[config.mk]
export PLATFORM = sky130hd
export DESIGN_NAME = suspi_frame_rx
export DESIGN_NICKNAME = d
export VERILOG_FILES = /design/src/rtl/suspi_frame_rx.sv
export SDC_FILE = /design/constraint.sdc
export NUM_CORES = 1
export LEC_CHECK = 0
export CORE_ASPECT_RATIO = 0.5
export CORE_UTILIZATION = 43
export CTS_CLUSTER_SIZE = 40
export DETAILED_ROUTE_END_ITERATION = 10
export PLACE_DENSITY = 0.69
export RECOVER_POWER = 25
export SETUP_SLACK_MARGIN = 0.2
export SLEW_MARGIN = 10
export SYNTH_ARGS = -nofsm -noshare
export SYNTH_HDL_FRONTEND = slang
export SYNTH_SLANG_ARGS = --single-unit
[constraint.sdc]
create_clock -name bb_clk_in -period 5.56 [get_ports bb_clk_in]
set_input_delay 0.834 -clock bb_clk_in [delete_from_list [all_inputs] [get_ports bb_clk_in]]
set_output_delay 0.834 -clock bb_clk_in [all_outputs]
set_load 0.1 [all_outputs]
[src/rtl/suspi_frame_rx.sv]
// SUSPI serial frame receiver: synchronised line input, start-glitch
// rejection, configurable data/parity/stop framing, per-word error flags
// and a first-word-fall-through output FIFO with valid/ready handshake.
module suspi_frame_rx #(
  parameter int unsigned DATA_BITS    = 8,
  parameter int unsigned PARITY_MODE  = 1,
  parameter int unsigned STOP_BITS    = 1,
  parameter int unsigned CLKS_PER_BIT = 12,
  parameter int unsigned FIFO_DEPTH   = 4,
  parameter int unsigned SYNC_STAGES  = 2
) (
  input  logic                 bb_clk_in,
  input  logic                 rst_l,
  input  logic                 rx_in,
  output logic [DATA_BITS-1:0] rx_data,
  output logic                 rx_perr,
  output logic                 rx_ferr,
  output logic                 rx_valid,
  input  logic                 rx_ready,
  output logic                 ovf_err,
  input  logic                 clr_err,
  output logic                 busy,
  output logic [15:0]          frame_cnt
);

  localparam int unsigned CW = $clog2(CLKS_PER_BIT);
  localparam int unsigned IW = (DATA_BITS > 1) ? $clog2(DATA_BITS) : 1;
  localparam int unsigned AW = $clog2(FIFO_DEPTH);
  localparam int unsigned WW = DATA_BITS + 2;

  localparam logic [CW-1:0] HALF_M1  = CW'(CLKS_PER_BIT / 2 - 1);
  localparam logic [CW-1:0] FULL_M1  = CW'(CLKS_PER_BIT - 1);
  localparam logic [IW-1:0] LAST_BIT = IW'(DATA_BITS - 1);
  localparam logic [AW:0]   FULL_CNT = (AW + 1)'(FIFO_DEPTH);

  localparam logic [2:0] S_IDLE   = 3'd0;
  localparam logic [2:0] S_START  = 3'd1;
  localparam logic [2:0] S_DATA   = 3'd2;
  localparam logic [2:0] S_PARITY = 3'd3;
  localparam logic [2:0] S_STOP   = 3'd4;
  localparam logic [2:0] S_WAIT   = 3'd5;

  logic [SYNC_STAGES-1:0] r_sync;
  logic                   r_rxs_d;
  logic                   w_rxs;

  logic [2:0]             r_state;
  logic [CW-1:0]          r_cnt;
  logic [IW-1:0]          r_bit_idx;
  logic                   r_stop_idx;
  logic [DATA_BITS-1:0]   r_shift;
  logic                   r_perr;
  logic                   r_ferr;
  logic                   r_push;
  logic [WW-1:0]          r_push_word;

  logic                   w_strobe;
  logic                   w_exp_par;
  logic                   w_last_stop;

  logic [WW-1:0]          r_mem [FIFO_DEPTH];
  logic [AW-1:0]          r_wr_ptr;
  logic [AW-1:0]          r_rd_ptr;
  logic [AW:0]            r_count;
  logic [WW-1:0]          r_last;
  logic                   r_ovf;
  logic [15:0]            r_frame_cnt;

  logic                   w_pop;
  logic                   w_full;
  logic                   w_accept;
  logic [WW-1:0]          w_head;

  assign w_rxs = r_sync[SYNC_STAGES-1];

  // Synchronise the asynchronous line and keep its previous value for edge detection
  always_ff @(posedge bb_clk_in or negedge rst_l) begin
    if (!rst_l) begin
      r_sync  <= '1;
      r_rxs_d <= 1'b1;
    end else begin
      r_sync  <= {r_sync[SYNC_STAGES-2:0], rx_in};
      r_rxs_d <= w_rxs;
    end
  end

  // Half-bit strobe in START centres all later strobes on the bit cells
  always_comb begin
    w_strobe = 1'b0;
    if (r_state == S_START)
      w_strobe = (r_cnt == HALF_M1);
    else if ((r_state == S_DATA) || (r_state == S_PARITY) || (r_state == S_STOP))
      w_strobe = (r_cnt == FULL_M1);
  end

  assign w_exp_par   = (PARITY_MODE == 1) ? ~^r_shift : ^r_shift;
  assign w_last_stop = (STOP_BITS == 1) ? 1'b1 : r_stop_idx;

  // Frame FSM: bit timing, shifting, error flags and the one-cycle push request
  always_ff @(posedge bb_clk_in or negedge rst_l) begin
    if (!rst_l) begin
      r_state     <= S_IDLE;
      r_cnt       <= '0;
      r_bit_idx   <= '0;
      r_stop_idx  <= 1'b0;
      r_shift     <= '0;
      r_perr      <= 1'b0;
      r_ferr      <= 1'b0;
      r_push      <= 1'b0;
      r_push_word <= '0;
    end else begin
      r_push <= 1'b0;
      if (w_strobe) r_cnt <= '0;
      else          r_cnt <= r_cnt + 1'b1;
      case (r_state)
        S_IDLE: begin
          if (r_rxs_d && !w_rxs) begin
            r_state <= S_START;
            r_cnt   <= '0;
            r_perr  <= 1'b0;
            r_ferr  <= 1'b0;
          end
        end
        S_START: begin
          if (w_strobe) begin
            if (w_rxs) begin
              r_state <= S_IDLE;
            end else begin
              r_state   <= S_DATA;
              r_bit_idx <= '0;
            end
          end
        end
        S_DATA: begin
          if (w_strobe) begin
            r_shift   <= {w_rxs, r_shift[DATA_BITS-1:1]};
            r_bit_idx <= r_bit_idx + 1'b1;
            if (r_bit_idx == LAST_BIT) begin
              r_state    <= (PARITY_MODE == 0) ? S_STOP : S_PARITY;
              r_stop_idx <= 1'b0;
            end
          end
        end
        S_PARITY: begin
          if (w_strobe) begin
            r_perr     <= (w_rxs != w_exp_par);
            r_state    <= S_STOP;
            r_stop_idx <= 1'b0;
          end
        end
        S_STOP: begin
          if (w_strobe) begin
            if (w_last_stop) begin
              r_push      <= 1'b1;
              r_push_word <= {r_perr, r_ferr | ~w_rxs, r_shift};
              r_state     <= w_rxs ? S_IDLE : S_WAIT;
            end else begin
              r_ferr     <= r_ferr | ~w_rxs;
              r_stop_idx <= 1'b1;
            end
          end
        end
        S_WAIT: begin
          if (w_rxs) r_state <= S_IDLE;
        end
        default: r_state <= S_IDLE;
      endcase
    end
  end

  assign w_head   = r_mem[r_rd_ptr];
  assign w_pop    = (r_count != '0) && rx_ready;
  assign w_full   = (r_count == FULL_CNT);
  // A pop in the same cycle frees the slot, so a full FIFO still accepts
  assign w_accept = r_push && (!w_full || w_pop);

  // FIFO storage; no reset needed since empty reads are served from r_last
  always_ff @(posedge bb_clk_in) begin
    if (w_accept) r_mem[r_wr_ptr] <= r_push_word;
  end

  // FIFO pointers, occupancy and the held copy of the last popped word
  always_ff @(posedge bb_clk_in or negedge rst_l) begin
    if (!rst_l) begin
      r_wr_ptr <= '0;
      r_rd_ptr <= '0;
      r_count  <= '0;
      r_last   <= '0;
    end else begin
      if (w_accept) r_wr_ptr <= r_wr_ptr + 1'b1;
      if (w_pop) begin
        r_rd_ptr <= r_rd_ptr + 1'b1;
        r_last   <= w_head;
      end
      if (w_accept && !w_pop)      r_count <= r_count + 1'b1;
      else if (!w_accept && w_pop) r_count <= r_count - 1'b1;
    end
  end

  // Sticky overflow flag (set beats clear) and error-free frame counter
  always_ff @(posedge bb_clk_in or negedge rst_l) begin
    if (!rst_l) begin
      r_ovf       <= 1'b0;
      r_frame_cnt <= '0;
    end else begin
      if (r_push && !w_accept) r_ovf <= 1'b1;
      else if (clr_err)        r_ovf <= 1'b0;
      if (w_accept && !r_push_word[WW-1] && !r_push_word[WW-2])
        r_frame_cnt <= r_frame_cnt + 16'd1;
    end
  end

  assign rx_valid                     = (r_count != '0);
  assign {rx_perr, rx_ferr, rx_data}  = rx_valid ? w_head : r_last;
  assign ovf_err                      = r_ovf;
  assign frame_cnt                    = r_frame_cnt;
  assign busy                         = (r_state != S_IDLE);

endmodule
[Yosys cells after proc, flatten, opt, wreduce, memory -nomap -nowiden]
Memory sizes are Yosys's and may differ from the RTL's.
Cells that the tools add are included.
Storage, ports and cells
  output and inout port bits: 29
  RAM bits: 40
  word-level logic and storage cells: 103
  bits in registers: 67
  memories kept: 1
Cells by class
  multiplexer cells: 31
  equality and inequality tests: 18
  add/subtract/negate cells: 7
  reduce and logical (&&, ||, !) cells: 30
  bitwise operators: 1
Memory list
  r_mem: words 4, width 10, rd ports 1, clocked after Yosys merged registers in 0, write ports 1, RTL line 61  | logic [WW-1:0] r_mem [FIFO_DEPTH];
Operators by type and width (count)
  2-to-1 mux 3 bit: 13
  case mux 3 bit (6 select lines): 1
  adder 16 x 1 -> 16 bit (second input constant): 1
  != test 2 bit (second input constant): 7
  == test 3 bit (second input constant): 4
  2-to-1 mux 4 bit: 3
  2-to-1 mux 1 bit: 10
  2-to-1 mux 10 bit: 1
  logical AND 1 bit: 8
  nonzero test 2 bit: 4
  XNOR reduction 8 bit: 1
  AND reduction 7 bit: 1
  adder 3 x 1 -> 3 bit (second input constant): 2
  == test 3 x 2 -> 1 bit (second input constant): 2
  zero test 1 bit: 6
  case mux 3 bit (2 select lines): 1
  nonzero test 3 bit: 2
  adder 2 x 1 -> 2 bit (second input constant): 2
  adder 4 x 1 -> 4 bit (second input constant): 1
  == test 4 x 3 -> 1 bit (second input constant): 1
  == test 4 bit (second input constant): 1
  AND reduction 2 bit: 2
  AND reduction 4 bit: 1
  == test 3 x 1 -> 1 bit (second input constant): 1
  other kinds (9): 11

[Depth between registers and ports, before layout]
Gate-level depths: netlist of the first run.
  depth in word-level cells: 8
  depth in mapped cells: 10

[Worst setup path before layout of the first run]
OpenSTA, ideal clock, no wires.
  path type: flip-flop to output port
  start: register r_count[0]
  end: output rx_data[1]
  path slack: 2355 ps
  cell stages (with the launch flop): 4
  arrival: 2371 ps
  data required time: 4726 ps
  path through: dfrtp_1 or3_1 clkbuf_1 mux2_2
Between the ends
  word-level cells in the longest chain between the ends: 2
RTL lines
  from (decl): RTL line 64  | logic [AW:0] r_count;
  from (signal assigned): RTL line 195  | if (w_accept && !w_pop) r_count <= r_count + 1'b1;
  from (signal assigned): RTL line 196  | else if (!w_accept && w_pop) r_count <= r_count - 1'b1;
  nonzero test 3 bit: RTL line 213  | assign rx_valid = (r_count != '0);
  net rx_valid: RTL line 18  | output logic rx_valid,
  2-to-1 mux 10 bit: RTL line 214  | assign {rx_perr, rx_ferr, rx_data} = rx_valid ? w_head : r_last;
  to (decl): RTL line 15  | output logic [DATA_BITS-1:0] rx_data,
The timed path passes the listed nets, and every way through them passes these cells.

==> results.yml, run 1 <==
routing:
  ant_nets: 0
  drt_iter0_drc: 134
  routedWlPerCell_um: 15.7
  viasPerCell: 5.08
  remaining_drc_errors: 0
  vias: 2472
  wl_um: 7640
  first_pass_iters: 6
worst_setup_path:
  critPathTopFamily: "buffers and inverters"
  cp_slowest_stage_delay_ns: 2.53
  cp_slowest_cell: "clkbuf_1"
  reg2regPathDepth: 8
  timing.rr.start: "r_count[0]$_DFFE_PN0P_"
  endpoint_kind: "asynchronous set/reset pin"
  timing.reg2reg.setup_slack_ns: 2.61
  worstPathArrival_ns: 3.49
  critPathKind: "primary input to asynchronous set/reset pin"
  critPathBufInv: 2
  worstPathMaxFanout: 67
  startpoint_type: "primary input"
  reg2reg_to: "r_count[2]$_DFFE_PN0P_"
  crit_chain: "buf_2 -> clkbuf_1"
  critPathRequiredTime_ns: 5.19
die:
  boundaryPins: 34
  die_x_um: 148
  initial_core_util_pct: 44.6
  core_area_mm2: 0.0103
  die_area_mm2: 0.0111
  die_h_um: 75
  row_count: 26
final_layout:
  area_growth_pct: 16.0
  fin_util_pct: 51.7
  final_nets: 358
  layout_commonest_cell: "dfrtp_1"
  final_area_mm2: 0.00532
  insertedDiodeCount: 0
  drive_above_1_share_pct: 21.0
  layout_common_cells: "dfrtp_1 (64), edfxtp_1 (40), mux2_2 (39)"
logic_synthesis:
  async_flop_share_pct: 62.6
  syn_nets: 324
  synthDominantCellAreaShare_pct: 34.9
  synth.avg_cell_area_um2: 14.9
  synth_area_leaders: "dfrtp_1 (35%), edfxtp_1 (26%), mux2_2 (9.6%)"
  yosys.area.top_type: "dfrtp_1"
  synthesis.instances: 308
  synth.distinct_cells: 43
  synth_warnings: 0
  ys_ff_latch: 107
  synth_edf_count: 40
  synthFlopType: "dfrtp_1"
  yosysSeqAreaShare_pct: 62.9
  synth_area_mm2: 0.00458
clock_network:
  post-cts-setup-buffers: 0
  hold_buffers: 0
  clockBufferDepth: 2
  cts_tree: "built"
  clockRootBuffer: "clkbuf_16"
  cts_resized: 0
  cts.sinks: 107
  clock_latency_ns: 0.34
  cts_buffers: 9
  path_clk_slew_ns: 0.07
  cts-htree-levels: 3
placement:
  dpl-instance-area_mm2: 0.00504
  dp_hpwl_um: 5130
  gp_congestion: 0.766
  pre_cts_slack_ns: 2.06
  io_buffers: 33
timing:
  max_freq_mhz: 259
  slew_violations: 68
  setup_violations: 0
  skew_ns: 0.00647
  layout_setup_ws_ns: 1.70
  finalSetupTns_ns: 0
  period_minus_slack_ns: 3.86
  worst_pin_slew_ns: 3.62
  hold-worst-slack_ns: 0.365
  rsz0062_at_grt: "no"
  fin_crit_sh_pct: 69.4
  relSlewSlack_pct: -141
  hold_viol_final: 0
grt:
  overflow: 0
  grt_use_total_pct: 15.6
  grt_max_degree: 68
  grt_antenna_before_repair: 0
  grt_pass1_vias: 2544
  grt_pass1_wl_um: 12900
hold_path:
  min_from: "r_sync[0]$_DFF_PN1_"
  hold_path_end: "r_sync[1]$_DFF_PN1_"
  hp-class: "flip-flop to flip-flop"
  min_delay_path_depth: 0
status:
  violations: "max-capacitance violations, max-slew violations"
  outcome: "finished with violations"
job:
  maxCapViolCount: 1
power:
  ir_drop_mv: 0.193
  power_leakage_nw: 2.25
  pwr_density_cell_mw_per_mm2: 465
flip-flops by register name (all words and copies together) (netlist names):
register and cells:
r_bit_idx 3, r_cnt 4, r_perr 1, frame_cnt 16, r_count 3, r_push_word 10, r_sync 2, ovf_err 1
r_rxs_d 1, r_push 1, r_mem 40, r_shift 8, r_wr_ptr 2, r_state 3, r_rd_ptr 2, r_last 10
through the flow:
stage / power, W / std cells
after floorplan: 0.00172 / 308
after global placement: 0.00186 / 471
after detailed placement: 0.00190 / 471
after CTS: 0.00250 / 487
after global routing: 0.00259 / 487
final: 0.00247 / 487
cells in the mapped netlist, drive strengths merged, types with 3 or more instances:
cell / number
a21oi: 4
nor2: 14
edfxtp: 40
buf: 5
o21ai: 6
mux4: 10
dfstp: 3
clkbuf: 6
xnor2: 15
ha: 10
nand2: 14
nand4: 3
and3: 5
mux2: 40
a21o: 3
xor2: 14
inv: 12
nand3: 7
dfrtp: 64
nor3: 6
cells by family (layout without fill, tap and decap cells):
| logic type | count (synthesis) | in the layout | share of synthesized area (%) |
|---|---|---|---|
| XOR/XNOR | 30 | 30 | 6.03 |
| AND/OR/NAND/NOR | 68 | 68 | 8.30 |
| multiplexers | 50 | 50 | 14.8 |
| flip-flops | 107 | 107 | 62.9 |
| AO/OA/AOI/OAI | 19 | 19 | 2.65 |
| buffers and inverters | 23 | 62 | 2.16 |
| adder cells (fa/ha/maj) | 11 | 11 | 3.17 |
per-layer routing:
metal	wire, µm	part of all wire [%]	GRT usage [%]	vias to the layer above
met5	0	0	0	-
met2	3690	48	26.3	43
li1	-	-	-	1175
met4	53	0.69	5.27	0
met3	285	3.7	3.94	6
met1	3610	47	20.1	1248
area by class of cell:
type | instances | area (µm²)
well taps | 140 | 175
clock inverters | 7 | 56.3
flip-flops and latches | 107 | 2880
repair buffers | 34 | 329
inverters | 12 | 45.0
multi-input cells | 178 | 1600
fillers | 854 | 4960
clock buffers | 9 | 225
where the power goes:
group / internal, W / leakage, nW / switching (W)
clock network: 0.000311 / 0.142 / 0.000285
registers: 0.000903 / 1.22 / 0.000118
logic: 0.000308 / 0.892 / 0.000546
total: 0.00152 / 2.25 / 0.000949
worst max path at each step:
stage                                 start                     end  cells past startpoint
floorplan            r_count[0]$_DFFE_PN0P_              rx_data[1]                      3
global placement    r_rd_ptr[0]$_DFFE_PN0P_                 rx_perr                      3
detailed placement  r_rd_ptr[0]$_DFFE_PN0P_              rx_data[0]                      3
CTS                 r_rd_ptr[0]$_DFFE_PN0P_              rx_data[0]                      3
global route                          rst_l      r_cnt[0]$_DFF_PN0_                      2
finish                                rst_l  r_state[0]$_DFFE_PN0P_                      2
No activity file was read; power rests on OpenSTA's default activity.
==> run 2: changes to the inputs <==
==> constraint.sdc (replaced) <==
create_clock -name bb_clk_in -period 4 [get_ports bb_clk_in]
set_input_delay 0.6 -clock bb_clk_in [delete_from_list [all_inputs] [get_ports bb_clk_in]]
set_output_delay 0.6 -clock bb_clk_in [all_outputs]
set_load 0.1 [all_outputs]
==> results.yml, run 2 (synthesis results as in run 1) <==
status:
  outcome: "finished with violations"
  violations: "max-capacitance violations, max-slew violations"
clock_network:
  clockRootBuffer: "clkbuf_16"
  cts_buffers: 9
  post-cts-setup-buffers: 0
  hold_buffers: 0
  clockBufferDepth: 2
  cts-htree-levels: 3
  cts_tree: "built"
  clock_latency_ns: 0.35
  path_clk_slew_ns: 0.07
  cts.sinks: 107
  cts_resized: 0
final_layout:
  final_nets: 358
  layout_common_cells: "dfrtp_1 (64), edfxtp_1 (40), mux2_2 (39)"
  largest_reg_flops: 40
  regMostFlops: "r_mem"
  area_growth_pct: 16.3
  layout_commonest_cell: "dfrtp_1"
  insertedDiodeCount: 0
  fin_util_pct: 51.8
  drive_above_1_share_pct: 23.6
worst_setup_path:
  cp_slowest_stage_delay_ns: 1.23
  reg2regPathDepth: 8
  crit_end: "rx_valid"
  crit_start: "r_count[0]$_DFFE_PN0P_"
  startpoint_type: "flip-flop"
  reg2reg_to: "r_count[2]$_DFFE_PN0P_"
  crit_chain: "or3_1 -> clkdlybuf4s50_1"
  timing.reg2reg.setup_slack_ns: 1.27
  worstPathMaxFanout: 13
  endpoint_kind: "primary output"
  critPathRequiredTime_ns: 3.40
  cp_slowest_cell: "clkdlybuf4s50_1"
  critPathTopFamily: "buffers and inverters"
  timing.rr.start: "r_count[0]$_DFFE_PN0P_"
  worstPathArrival_ns: 2.49
  critPathKind: "flip-flop to primary output"
  cp_num_cells: 2
  critPathBufInv: 1
placement:
  io_buffers: 33
  dp_hpwl_um: 5210
  gp_congestion: 0.704
timing:
  hold_viol_final: 0
  skew_ns: 0.00858
  relSlewSlack_pct: -25.0
  fin_crit_sh_pct: 77.3
  setup_violations: 0
  max_freq_mhz: 324
  slew_violations: 35
  period_minus_slack_ns: 3.09
  worst_pin_slew_ns: 1.88
  rsz0062_at_grt: "no"
  finalSetupTns_ns: 0
grt:
  overflow: 0
  grt_pass1_vias: 2367
  grt_antenna_before_repair: 0
  grt_pass1_wl_um: 12200
  grt_use_total_pct: 14.7
  grt_max_degree: 35
die:
  row_count: 26
  core_area_mm2: 0.0103
  die_area_mm2: 0.0111
  boundaryPins: 34
  die_x_um: 148
  initial_core_util_pct: 44.6
  die_h_um: 75
power:
  pwr_density_cell_mw_per_mm2: 658
  ir_drop_mv: 0.252
  power_leakage_nw: 2.28
routing:
  drt_iter0_drc: 105
  viasPerCell: 5.06
  routedWlPerCell_um: 15.5
  ant_nets: 0
  wl_um: 7560
  vias: 2463
  first_pass_iters: 5
  remaining_drc_errors: 0
job:
  maxCapViolCount: 1
hold_path:
  hp-class: "flip-flop to flip-flop"
[run 2: worst min-delay path by stage]
stage / start / end / slack, ns / cells after the start
after global routing: r_sync[0]$_DFF_PN1_ / r_sync[1]$_DFF_PN1_ / 0.37 / 0
after detailed placement: r_sync[0]$_DFF_PN1_ / r_sync[1]$_DFF_PN1_ / 0.35 / 0
after floorplan: rst_l / frame_cnt[0]$_DFFE_PN0P_ / 0.30 / 0
final: r_sync[0]$_DFF_PN1_ / r_sync[1]$_DFF_PN1_ / 0.36 / 0
after CTS: rst_l / r_count[0]$_DFFE_PN0P_ / 0.34 / 1
after global placement: r_sync[0]$_DFF_PN1_ / r_sync[1]$_DFF_PN1_ / 0.35 / 0
[run 2: worst reg2reg max path: stages (launching register included)]
cell and delay, ns:
dfrtp_1 0.44, or3_1 0.62, nand2_1 0.49, ha_1 0.26, inv_1 0.06, fa_1 0.37
xor2_1 0.15, nor2_1 0.12, xor2_1 0.15
[run 2: metrics by stage]
stage | hold WS [ns] | setup slack [ns] | instance area (µm²) | power [W] | std cells
after floorplan | 0.304 | 1.03 | 4580 | 0.00239 | 308
after global placement | 0.349 | 1.03 | 5010 | 0.00258 | 471
after detailed placement | 0.349 | 0.969 | 5010 | 0.00261 | 471
after CTS | 0.339 | 0.878 | 5330 | 0.00354 | 487
after global routing | 0.374 | 0.781 | 5330 | 0.00366 | 487
final | 0.363 | 0.909 | 5330 | 0.00350 | 487
[run 2: per-layer routing]
metal	share of wire [%]	GRT usage (%)
met5	0	0
met4	1.5	6.19
met3	2.8	3.70
met2	47	22.5
met1	49	20.5
[run 2: where the power goes]
part	internal (W)	total [W]	leakage, nW	switching [W]
clock network	0.000531	0.000923	0.158	0.000391
logic	0.000406	0.00117	0.901	0.000760
registers	0.00125	0.00142	1.22	0.000161
[run 2: cell type report]
class | count | area (µm²)
clock buffer | 11 | 254
fill | 848 | 4950
sequential | 107 | 2880
multi-input combinational | 178 | 1600
inverter | 12 | 45.0
clock inverter | 5 | 63.8
tap | 140 | 175
timing repair buffer | 34 | 307
==> run 3: changes to the inputs <==
--- a/config.mk
+++ b/config.mk
@@ -9,7 +9,7 @@
 export CORE_UTILIZATION = 43
 export CTS_CLUSTER_SIZE = 40
 export DETAILED_ROUTE_END_ITERATION = 10
-export PLACE_DENSITY = 0.69
+export PLACE_DENSITY = 0.71
 export RECOVER_POWER = 25
 export SETUP_SLACK_MARGIN = 0.2
 export SLEW_MARGIN = 10
==> constraint.sdc (replaced) <==
create_clock -name bb_clk_in -period 2.75 [get_ports bb_clk_in]
set_input_delay 0.4125 -clock bb_clk_in [delete_from_list [all_inputs] [get_ports bb_clk_in]]
set_output_delay 0.4125 -clock bb_clk_in [all_outputs]
set_load 0.1 [all_outputs]
==> results.yml, run 3 (synthesis results as in run 1) <==
routing:
  ant_nets: 0
  routedWlPerCell_um: 15.9
  first_pass_iters: 4
  drt_iter0_drc: 175
  vias: 2518
  wl_um: 7830
  viasPerCell: 5.12
  remaining_drc_errors: 0
placement:
  dpl-instance-area_mm2: 0.00513
  dp_hpwl_um: 5540
  gp_congestion: 0.767
  io_buffers: 33
power:
  power.switching_w: 0.00197
  power.total_w: 0.00526
  switching_share_pct: 37.3
  ir_drop_mv: 0.393
  power_leakage_nw: 2.35
  p_int_w: 0.00330
  clock_power_share_pct: 22.7
  seq_power_share_pct: 38.2
  p_comb_share_pct: 39.1
  pwr_density_cell_mw_per_mm2: 974
worst_setup_path:
  critPathTopFamily: "multiplexers"
  critPathRequiredTime_ns: 2.34
  worstPathMaxFanout: 12
  endpoint_kind: "primary output"
  cp_slowest_stage_delay_ns: 0.57
  crit_chain: "buf_4 -> mux4_2 -> mux2_2 -> buf_12"
  cp_num_cells: 4
  critPathKind: "flip-flop to primary output"
  critPathBufInv: 2
  reg2regPathDepth: 6
  startpoint_type: "flip-flop"
  cp_slowest_cell: "mux4_2"
  worstPathArrival_ns: 1.97
  timing.reg2reg.setup_slack_ns: 0.45
clock_network:
  path_clk_slew_ns: 0.07
  clockRootBuffer: "clkbuf_16"
  cts.sinks: 107
  cts_tree: "built"
  hold_buffers: 0
  clock_latency_ns: 0.35
  cts-htree-levels: 3
  post-cts-setup-buffers: 0
  cts_buffers: 9
  cts_resized: 0
  clockBufferDepth: 2
grt:
  grt_use_total_pct: 15.2
  overflow: 0
  grt_pass1_wl_um: 12500
  grt_max_degree: 27
  grt_pass1_vias: 2536
  grt_antenna_before_repair: 0
final_layout:
  insertedDiodeCount: 0
  largest_reg_flops: 40
  layout_commonest_cell: "dfrtp_1"
  final_area_mm2: 0.00541
  area_growth_pct: 17.9
  layout_common_cells: "dfrtp_1 (64), edfxtp_1 (40), mux2_2 (39)"
  drive_above_1_share_pct: 29.8
  regMostFlops: "r_mem"
  final_nets: 363
die:
  row_count: 26
  boundaryPins: 34
  die_h_um: 75
  initial_core_util_pct: 44.6
  core_area_mm2: 0.0103
  die_x_um: 148
  die_area_mm2: 0.0111
timing:
  period_minus_slack_ns: 2.38
  worst_pin_slew_ns: 1.38
  setup_violations: 0
  relSlewSlack_pct: 8.21
  rsz0062_at_grt: "no"
  finalSetupTns_ns: 0
  max_freq_mhz: 420
  slew_violations: 0
  hold_viol_final: 0
  skew_ns: 0.00788
  fin_crit_sh_pct: 86.6
hold_path:
  hp-class: "flip-flop to flip-flop"
  min_delay_path_depth: 0
job:
  maxCapViolCount: 0
status:
  outcome: "finished clean"
[run 3: changes by cell type in the layout (fill, tap and decap cells not counted), sizes merged]
cell	change
bufinv	-1
clkbuf	-1
clkinv	+1
clkinvlp	+2
inv	-1
clkdlybuf4s50	-19
buf	+24
[run 3: per-layer routing]
| metal | GRT usage, % | share of wire, % | vias up | routed length (µm) |
|---|---|---|---|---|
| met5 | 0 | 0 | - | 0 |
| met4 | 6.87 | 1.7 | 0 | 136 |
| met3 | 4.48 | 4.1 | 16 | 322 |
| met2 | 26.1 | 50 | 52 | 3920 |
| met1 | 18.3 | 44 | 1261 | 3440 |
| li1 | - | - | 1189 | - |
[run 3: path summary, 6_finish.rpt]
| check | start | end |
|---|---|---|
| worst max-delay path | r_rd_ptr[0]$_DFFE_PN0P_ | rx_ferr |
| max in group asynchronous | rst_l | r_sync[0]$_DFF_PN1_ |
| min in group asynchronous | rst_l | r_count[1]$_DFFE_PN0P_ |
| worst min register to register | r_sync[0]$_DFF_PN1_ | r_sync[1]$_DFF_PN1_ |
| worst max register to register | r_count[0]$_DFFE_PN0P_ | r_count[1]$_DFFE_PN0P_ |
| worst min-delay path | r_sync[0]$_DFF_PN1_ | r_sync[1]$_DFF_PN1_ |
[run 3: final cells by class]
cell class | count | area, µm²
Clock inverter | 6 | 50.0
Fill cell | 850 | 4870
Tap cell | 140 | 175
Multi-Input combinational cell | 178 | 1600
Inverter | 12 | 45.0
Clock buffer | 10 | 229
Timing Repair Buffer | 39 | 422
Sequential cell | 107 | 2880
[run 3: stage by stage]
| stage | hold WS, ns | std cells | util, % | setup slack [ns] |
|---|---|---|---|---|
| after floorplan | 0.117 | 308 | - | 0.339 |
| after global placement | 0.347 | 476 | 49.9 | 0.108 |
| after detailed placement | 0.347 | 476 | 49.9 | 0.0642 |
| after CTS | 0.0675 | 492 | 52.6 | 0.354 |
| after global routing | 0.367 | 492 | 52.6 | 0.299 |
| final | 0.362 | 492 | 52.6 | 0.367 |
[run 3: power groups by stage]
stage                     Combinational, W  Sequential (W)  Clock, W
after CTS                          0.00208         0.00201   0.00123
after global routing               0.00216         0.00205   0.00128
after detailed placement           0.00207         0.00205         0
after floorplan                    0.00151         0.00196         0
final                              0.00206         0.00201   0.00120
after global placement             0.00203         0.00203         0
